[config.mk]
export PLATFORM = sky130hd
export DESIGN_NAME = keynsham_dma
export DESIGN_NICKNAME = d
export VERILOG_FILES = /design/src/rtl/keynsham_dma_pkg.sv /design/src/rtl/keynsham_dma_regs.sv /design/src/rtl/keynsham_dma.sv
export SDC_FILE = /design/constraint.sdc
export NUM_CORES = 1
export LEC_CHECK = 0
export CAP_MARGIN = 10
export CORE_ASPECT_RATIO = 0.6
export CORE_MARGIN = 2
export CORE_UTILIZATION = 58
export DETAILED_ROUTE_END_ITERATION = 12
export DONT_BUFFER_PORTS = 1
export HOLD_SLACK_MARGIN = 0.06
export PLACE_DENSITY = 0.76
export SYNTH_ARGS = -nofsm -noshare
export SYNTH_HDL_FRONTEND = slang
export SYNTH_HIERARCHICAL = 1
export SYNTH_SLANG_ARGS = --single-unit
[constraint.sdc]
create_clock -name clk -period 2.78 [get_ports clk]
set_clock_uncertainty 0.15 [all_clocks]
set_input_delay 0.417 -clock clk [delete_from_list [all_inputs] [get_ports clk]]
set_output_delay 0.417 -clock clk [all_outputs]
set_load 0.02 [all_outputs]
[src/rtl/keynsham_dma_pkg.sv]
// keynsham_dma_defs: register map, control/status bit positions
// and FSM encoding shared by the keynsham_dma copy engine.
package keynsham_dma_defs;

  // Register word index, taken from bus_addr[3:2]
  localparam logic [1:0] REG_SRC  = 2'd0;
  localparam logic [1:0] REG_DST  = 2'd1;
  localparam logic [1:0] REG_LEN  = 2'd2;
  localparam logic [1:0] REG_CTRL = 2'd3;

  // CTRL write bits
  localparam int CTL_START = 0;
  localparam int CTL_CLEAR = 1;
  localparam int CTL_IRQEN = 2;

  // STATUS read bits
  localparam int ST_BUSY  = 0;
  localparam int ST_DONE  = 1;
  localparam int ST_ERR   = 2;
  localparam int ST_TMO   = 3;
  localparam int ST_IRQEN = 4;

  typedef enum logic [2:0] {
    S_IDLE,
    S_RD_REQ,
    S_RD_WAIT,
    S_WR_REQ,
    S_WR_WAIT,
    S_ERR,
    S_DONE
  } state_e;

endpackage

[src/rtl/keynsham_dma_regs.sv]
// keynsham_dma_regs: register slave port, SRC/DST/LEN/flag storage.
// Ports: bus_* register strobe/addr/data in, ctrl_ack/ctrl_data out;
//   busy/adv/set_* from the FSM; start, src, dst, len, irq to the FSM.
module keynsham_dma_regs
  import keynsham_dma_defs::*;
#(
  parameter int LEN_BITS = 16
) (
  input  logic                clk,
  input  logic                rst_n,
  input  logic                bus_access,
  input  logic                ctrl_cs,
  input  logic [3:0]          bus_addr,
  input  logic [31:0]         bus_wr_val,
  input  logic                bus_wr_en,
  output logic                ctrl_ack,
  output logic [31:0]         ctrl_data,
  input  logic                busy,
  input  logic                adv,
  input  logic                set_done,
  input  logic                set_err,
  input  logic                set_to,
  output logic                start,
  output logic [31:0]         src,
  output logic [31:0]         dst,
  output logic [LEN_BITS-1:0] len,
  output logic                irq
);

  logic                acc;
  logic                wr;
  logic                rd;
  logic                ctl_wr;
  logic                clr;
  logic [1:0]          widx;
  logic [29:0]         src_q;
  logic [29:0]         dst_q;
  logic [LEN_BITS-1:0] len_q;
  logic                irq_en_q;
  logic                done_q;
  logic                err_q;
  logic                to_q;
  logic                ack_q;
  logic [31:0]         data_q;
  logic [31:0]         status;
  logic [31:0]         rdata;
  logic                unused_addr;

  assign acc    = bus_access & ctrl_cs;
  assign wr     = acc & bus_wr_en;
  assign rd     = acc & ~bus_wr_en;
  assign widx   = bus_addr[3:2];
  assign ctl_wr = wr & (widx == REG_CTRL);
  assign start  = ctl_wr & bus_wr_val[CTL_START] & ~busy;
  // Starting a transfer also wipes the previous outcome
  assign clr    = ctl_wr & (bus_wr_val[CTL_CLEAR] | start);
  assign unused_addr = ^bus_addr[1:0];

  assign src       = {src_q, 2'b00};
  assign dst       = {dst_q, 2'b00};
  assign len       = len_q;
  assign irq       = (done_q | err_q) & irq_en_q;
  assign ctrl_ack  = ack_q;
  assign ctrl_data = data_q;

  always_comb begin
    status           = '0;
    status[ST_BUSY]  = busy;
    status[ST_DONE]  = done_q;
    status[ST_ERR]   = err_q;
    status[ST_TMO]   = to_q;
    status[ST_IRQEN] = irq_en_q;
    rdata            = '0;
    unique case (widx)
      REG_SRC:  rdata = src;
      REG_DST:  rdata = dst;
      REG_LEN:  rdata = 32'(len_q);
      default:  rdata = status;
    endcase
  end

  always_ff @(posedge clk or negedge rst_n) begin
    if (!rst_n) begin
      src_q    <= '0;
      dst_q    <= '0;
      len_q    <= '0;
      irq_en_q <= 1'b0;
      done_q   <= 1'b0;
      err_q    <= 1'b0;
      to_q     <= 1'b0;
      ack_q    <= 1'b0;
      data_q   <= '0;
    end else begin
      ack_q <= acc;
      if (rd) data_q <= rdata;
      if (wr && !busy) begin
        unique case (widx)
          REG_SRC: src_q <= bus_wr_val[31:2];
          REG_DST: dst_q <= bus_wr_val[31:2];
          REG_LEN: len_q <= bus_wr_val[LEN_BITS-1:0];
          default: ;
        endcase
      end
      if (ctl_wr) irq_en_q <= bus_wr_val[CTL_IRQEN];
      if (adv) begin
        src_q <= src_q + 30'd1;
        dst_q <= dst_q + 30'd1;
        len_q <= len_q - LEN_BITS'(1);
      end
      if (clr) begin
        done_q <= 1'b0;
        err_q  <= 1'b0;
        to_q   <= 1'b0;
      end
      if (set_done) done_q <= 1'b1;
      if (set_err)  err_q  <= 1'b1;
      if (set_to)   to_q   <= 1'b1;
    end
  end

endmodule

[src/rtl/keynsham_dma.sv]
// keynsham_dma: single-channel word copy engine, bus initiator.
// Ports: clk/rst_n; bus_*/ctrl_* register slave; m_* master port; irq.
module keynsham_dma
  import keynsham_dma_defs::*;
#(
  parameter int LEN_BITS = 16,
  parameter int TIMEOUT  = 255
) (
  input  logic        clk,
  input  logic        rst_n,
  input  logic        bus_access,
  input  logic        ctrl_cs,
  input  logic [3:0]  bus_addr,
  input  logic [31:0] bus_wr_val,
  input  logic        bus_wr_en,
  output logic        ctrl_ack,
  output logic [31:0] ctrl_data,
  output logic        m_access,
  output logic [31:0] m_addr,
  output logic [31:0] m_wr_val,
  output logic        m_wr_en,
  output logic [3:0]  m_bytesel,
  input  logic        m_ack,
  input  logic [31:0] m_data,
  input  logic        m_error,
  output logic        irq
);

  localparam int CW = (TIMEOUT > 1) ? $clog2(TIMEOUT + 1) : 1;

  state_e              state_q;
  logic [CW-1:0]       cnt_q;
  logic                m_access_q;
  logic                m_wr_en_q;
  logic [31:0]         m_addr_q;
  logic [31:0]         m_wr_val_q;
  logic                start;
  logic                busy;
  logic                waiting;
  logic                to_hit;
  logic                adv;
  logic                set_done;
  logic                set_err;
  logic [31:0]         src;
  logic [31:0]         dst;
  logic [LEN_BITS-1:0] len;

  assign busy     = (state_q != S_IDLE);
  assign waiting  = (state_q == S_RD_WAIT) || (state_q == S_WR_WAIT);
  assign to_hit   = (TIMEOUT != 0) && waiting && !m_ack &&
                    (cnt_q == CW'(TIMEOUT - 1));
  assign adv      = (state_q == S_WR_WAIT) && m_ack && !m_error;
  assign set_done = (state_q == S_DONE);
  assign set_err  = (state_q == S_ERR) || to_hit;

  assign m_access  = m_access_q;
  assign m_addr    = m_addr_q;
  assign m_wr_val  = m_wr_val_q;
  assign m_wr_en   = m_wr_en_q;
  assign m_bytesel = 4'hf;

  keynsham_dma_regs #(
    .LEN_BITS(LEN_BITS)
  ) u_regs (
    .clk        (clk),
    .rst_n      (rst_n),
    .bus_access (bus_access),
    .ctrl_cs    (ctrl_cs),
    .bus_addr   (bus_addr),
    .bus_wr_val (bus_wr_val),
    .bus_wr_en  (bus_wr_en),
    .ctrl_ack   (ctrl_ack),
    .ctrl_data  (ctrl_data),
    .busy       (busy),
    .adv        (adv),
    .set_done   (set_done),
    .set_err    (set_err),
    .set_to     (to_hit),
    .start      (start),
    .src        (src),
    .dst        (dst),
    .len        (len),
    .irq        (irq)
  );

  // m_wr_val_q doubles as the read-data buffer between RD and WR
  always_ff @(posedge clk or negedge rst_n) begin
    if (!rst_n) begin
      state_q    <= S_IDLE;
      cnt_q      <= '0;
      m_access_q <= 1'b0;
      m_wr_en_q  <= 1'b0;
      m_addr_q   <= '0;
      m_wr_val_q <= '0;
    end else begin
      m_access_q <= 1'b0;
      unique case (state_q)
        S_IDLE: begin
          if (start)
            state_q <= (len != '0) ? S_RD_REQ : S_DONE;
        end
        S_RD_REQ: begin
          m_access_q <= 1'b1;
          m_addr_q   <= src;
          m_wr_en_q  <= 1'b0;
          cnt_q      <= '0;
          state_q    <= S_RD_WAIT;
        end
        S_RD_WAIT: begin
          if (m_ack) begin
            if (m_error) begin
              state_q <= S_ERR;
            end else begin
              m_wr_val_q <= m_data;
              state_q    <= S_WR_REQ;
            end
          end else if (to_hit) begin
            state_q <= S_IDLE;
          end else begin
            cnt_q <= cnt_q + CW'(1);
          end
        end
        S_WR_REQ: begin
          m_access_q <= 1'b1;
          m_addr_q   <= dst;
          m_wr_en_q  <= 1'b1;
          cnt_q      <= '0;
          state_q    <= S_WR_WAIT;
        end
        S_WR_WAIT: begin
          if (m_ack) begin
            if (m_error)
              state_q <= S_ERR;
            else if (len == LEN_BITS'(1))
              state_q <= S_DONE;
            else
              state_q <= S_RD_REQ;
          end else if (to_hit) begin
            state_q <= S_IDLE;
          end else begin
            cnt_q <= cnt_q + CW'(1);
          end
        end
        S_ERR:   state_q <= S_IDLE;
        S_DONE:  state_q <= S_IDLE;
        default: state_q <= S_IDLE;
      endcase
    end
  end

endmodule

==> impl_metrics.env <==
export IMPL_drv_slew=0
export IMPL_track_usage=0.317
export IMPL_setup_tns_final_ps=0
export IMPL_ys_warn_count=6
export IMPL_vdd_drop_max_mv=0.465
export IMPL_endpoint="u_regs/dst_q[17]"
export IMPL_grt_pass1_vias=8070
export IMPL_min_path_type="input port to async pin"
export IMPL_cp_start_kind="flip-flop"
export IMPL_synth_main_ff_cell="dfrtp_1"
export IMPL_die_area_um2=18700
export IMPL_fin_crit_ps=2620
export IMPL_row_count=37
export IMPL_crit_cells=7
export IMPL_slew_headroom=0.291
export IMPL_cp_slowest_cell="dfrtp_2"
export IMPL_antennaDiodeCount=0
export IMPL_start_util=0.594
export IMPL_drc_errors=0
export IMPL_postLayoutCellArea_um2=11600
export IMPL_fin_ws_ps=158
export IMPL_path_cells="nand2b_1 -> nor4_2 -> clkinv_1 -> buf_4 -> and3_1 -> a311oi_1 -> a211oi_1"
export IMPL_routed_via_density=6.49
export IMPL_area_growth_pct=14.0
export IMPL_synthCells=1036
export IMPL_cp_num_buf_inv=2
export IMPL_overflow=0
export IMPL_setup_viol=0
export IMPL_clkSinkCount=190
export IMPL_power_leakage_nw=4.95
export IMPL_r2r_slack_ps=160
export IMPL_cp_required_ps=2940
export IMPL_r2r_end="u_regs/dst_q[17]"
export IMPL_port_buffer_count=0
export IMPL_clk_pin_slew_ps=80
export IMPL_worst_pin_slew_ps=1060
export IMPL_syn_area_um2=10200
export IMPL_place_worst_setup_slack_ps=256
export IMPL_hold_violations=190
export IMPL_failed_checks="negative hold slack"
export IMPL_async_flop_share=1.00
export IMPL_cts_resized=0
export IMPL_outcome="finished, violations left"
export IMPL_r2r_start="state_q[1]"
export IMPL_die_w_um=175
export IMPL_synth_edf_count=0
export IMPL_nets=1162
export IMPL_syn_area_per_cell_um2=9.85
export IMPL_power_density_nw_per_um2=848
export IMPL_arrival_ps=2780
export IMPL_wire_per_inst_um=22.0
export IMPL_drt_antenna_violating_nets=0
export IMPL_clk_latency_ps=440
export IMPL_cts_path_max_buffers=2
export IMPL_numCtsBuffers=17
export IMPL_slowest_delay_ps=430
export IMPL_rr_worst_depth=7
export IMPL_ys_ff_latch=190
export IMPL_drv_cap=0
export IMPL_fin_util=0.677
export IMPL_grt_pass1_wl_um=45800
export IMPL_critPathKind="flip-flop to flip-flop"
export IMPL_die_h_um=107
export IMPL_yosysUniqueCellTypes=76
export IMPL_vias=8621
export IMPL_htreeDepth=4
export IMPL_routed_wl_um=29200
export IMPL_cp_max_fo=18
export IMPL_placed_cell_area_um2=10400
export IMPL_fmaxAchievable_ghz=0.381
export IMPL_cts_tree="built"
export IMPL_hpwl_um=19400
export IMPL_finalCritPeriodShare=0.943
export IMPL_cts_hold_buf=65
export IMPL_gp_congestion=0.919
export IMPL_timing_hold_ws_ps=-486
export IMPL_post_cts_buffers=0
export IMPL_ios=179
export IMPL_antenna_found_initial=0
export IMPL_grt_max_degree=191
export IMPL_grt_setup_unrepaired="false"
export IMPL_root_buffer="clkbuf_16"
export IMPL_critPathTopFamily="simple AND/OR/NAND/NOR gates"
export IMPL_core_um2=17200
export IMPL_endpoint_kind="flip-flop"
export IMPL_drt_iter0_drc=1147
export IMPL_critPathLaunch="state_q[1]"
export IMPL_yosysSeqAreaShare=0.466
export IMPL_firstDrtPassIters=7
export IMPL_final_layout_size_suffix_gt1_frac=0.129
## layout by cell type, fill, tap and decap left out, types with 7 or more instances in the layout
master	instances
nor2_1	115
o21a_1	7
inv_1	14
a311oi_1	7
or3_1	8
buf_4	29
conb_1	8
o221a_2	7
dlygate4sd3_1	65
mux2_4	30
and4_1	11
mux2_2	12
nor3_1	25
nand4_1	16
clkbuf_16	17
o211ai_1	13
o22ai_1	9
a211oi_1	11
o21ai_0	41
dfrtp_1	189
o31ai_1	16
and3_1	17
nand3_1	37
nand2_1	99
a21oi_1	85
mux2i_1	75
## per-layer routing
layer | part of all wire | GRT usage | wire [um] | vias to the layer above
met3 | 0.13 | 0.0982 | 3800 | 52
li1 | - | - | - | 3870
met2 | 0.41 | 0.425 | 12000 | 542
met1 | 0.44 | 0.487 | 12900 | 4157
met4 | 0.019 | 0.0911 | 541 | 0
met5 | 0 | 0 | 0 | -
## synthesized netlist by cell type (all sizes together), types with 5 or more instances
| library cell | count | share of area |
|---|---|---|
| o311ai | 6 | 0.0052 |
| a21o | 6 | 0.0044 |
| inv | 16 | 0.0059 |
| clkbuf | 31 | 0.012 |
| o21a | 7 | 0.0052 |
| dfrtp | 190 | 0.47 |
| nand4 | 17 | 0.011 |
| nor3 | 25 | 0.012 |
| xor2 | 6 | 0.0052 |
| o211ai | 13 | 0.0096 |
| and3 | 17 | 0.010 |
| or3 | 8 | 0.0049 |
| and4 | 11 | 0.0094 |
| a211oi | 11 | 0.0081 |
| o22ai | 9 | 0.0055 |
| and2 | 5 | 0.0031 |
| or2 | 6 | 0.0037 |
| nand2b | 6 | 0.0044 |
| a21oi | 85 | 0.042 |
| o31ai | 16 | 0.012 |
| nand3 | 37 | 0.018 |
| ha | 5 | 0.0061 |
| buf | 44 | 0.028 |
| mux2 | 42 | 0.057 |
| or4 | 7 | 0.0063 |
| nand2 | 99 | 0.036 |
| nor4 | 9 | 0.0074 |
| nor2 | 115 | 0.042 |
| o21ai | 41 | 0.020 |
| mux2i | 75 | 0.074 |
| a311oi | 7 | 0.0060 |
| o221a | 7 | 0.0077 |
## power breakdown
part	internal, mW	switching (mW)	leakage [nW]	total (mW)
Combinational	1.07	0.963	2.35	2.03
Clock	1.38	1.12	0.283	2.50
Sequential	3.65	1.69	2.31	5.33
## metrics by stage
stage                     total power [mW]  instances
final                                 9.86       1329
after global routing                  10.3       1329
after CTS                             9.80       1329
after detailed placement              7.22       1232
after global placement                7.12       1232
after floorplan                       6.61       1042
## flip-flops by register name, summed over array words and instances (netlist names)
signal / cells
state_q: 3
u_regs/src_q: 30
u_regs/dst_q: 30
cnt_q: 8
m_access: 1
u_regs/to_q: 1
u_regs/err_q: 1
u_regs/len: 16
u_regs/ctrl_data: 32
u_regs/ctrl_ack: 1
m_addr: 32
u_regs/done_q: 1
m_wr_en: 1
u_regs/irq_en_q: 1
m_wr_val: 32
## kinds of logic (layout without fill, tap and decap cells)
| group | after synthesis | count (layout) | share of synthesized area |
|---|---|---|---|
| other cells | 2 | 8 | 0.000736 |
| mux | 120 | 120 | 0.138 |
| xor+xnor | 10 | 10 | 0.00859 |
| fa+ha+maj | 5 | 5 | 0.00613 |
| flops | 190 | 190 | 0.466 |
| simple gates | 375 | 375 | 0.180 |
| compound gates | 242 | 242 | 0.155 |
| buf+inv | 92 | 145 | 0.0456 |
## worst min-delay path by stage
stage                     startpoint  cells past startpoint         end  slack [ps]
after global routing           rst_n                      0  m_addr[20]        -500
after global placement         rst_n                      0  m_addr[22]         -20
after detailed placement       rst_n                      0  m_addr[22]         -20
final                          rst_n                      0  m_addr[22]        -490
after floorplan                rst_n                      0    cnt_q[0]         -30
after CTS                      rst_n                      0  m_addr[22]        -490
## layout make-up
type,instances,area [um2]
multi-input cells,760,5010
clock buffers,20,457
well taps,234,293
repair buffers,96,908
inverters,17,63.8
clock inverters,12,136
fillers,1362,5550
flip-flops and latches,190,4760
No activity file was read; power rests on OpenSTA's default activity.
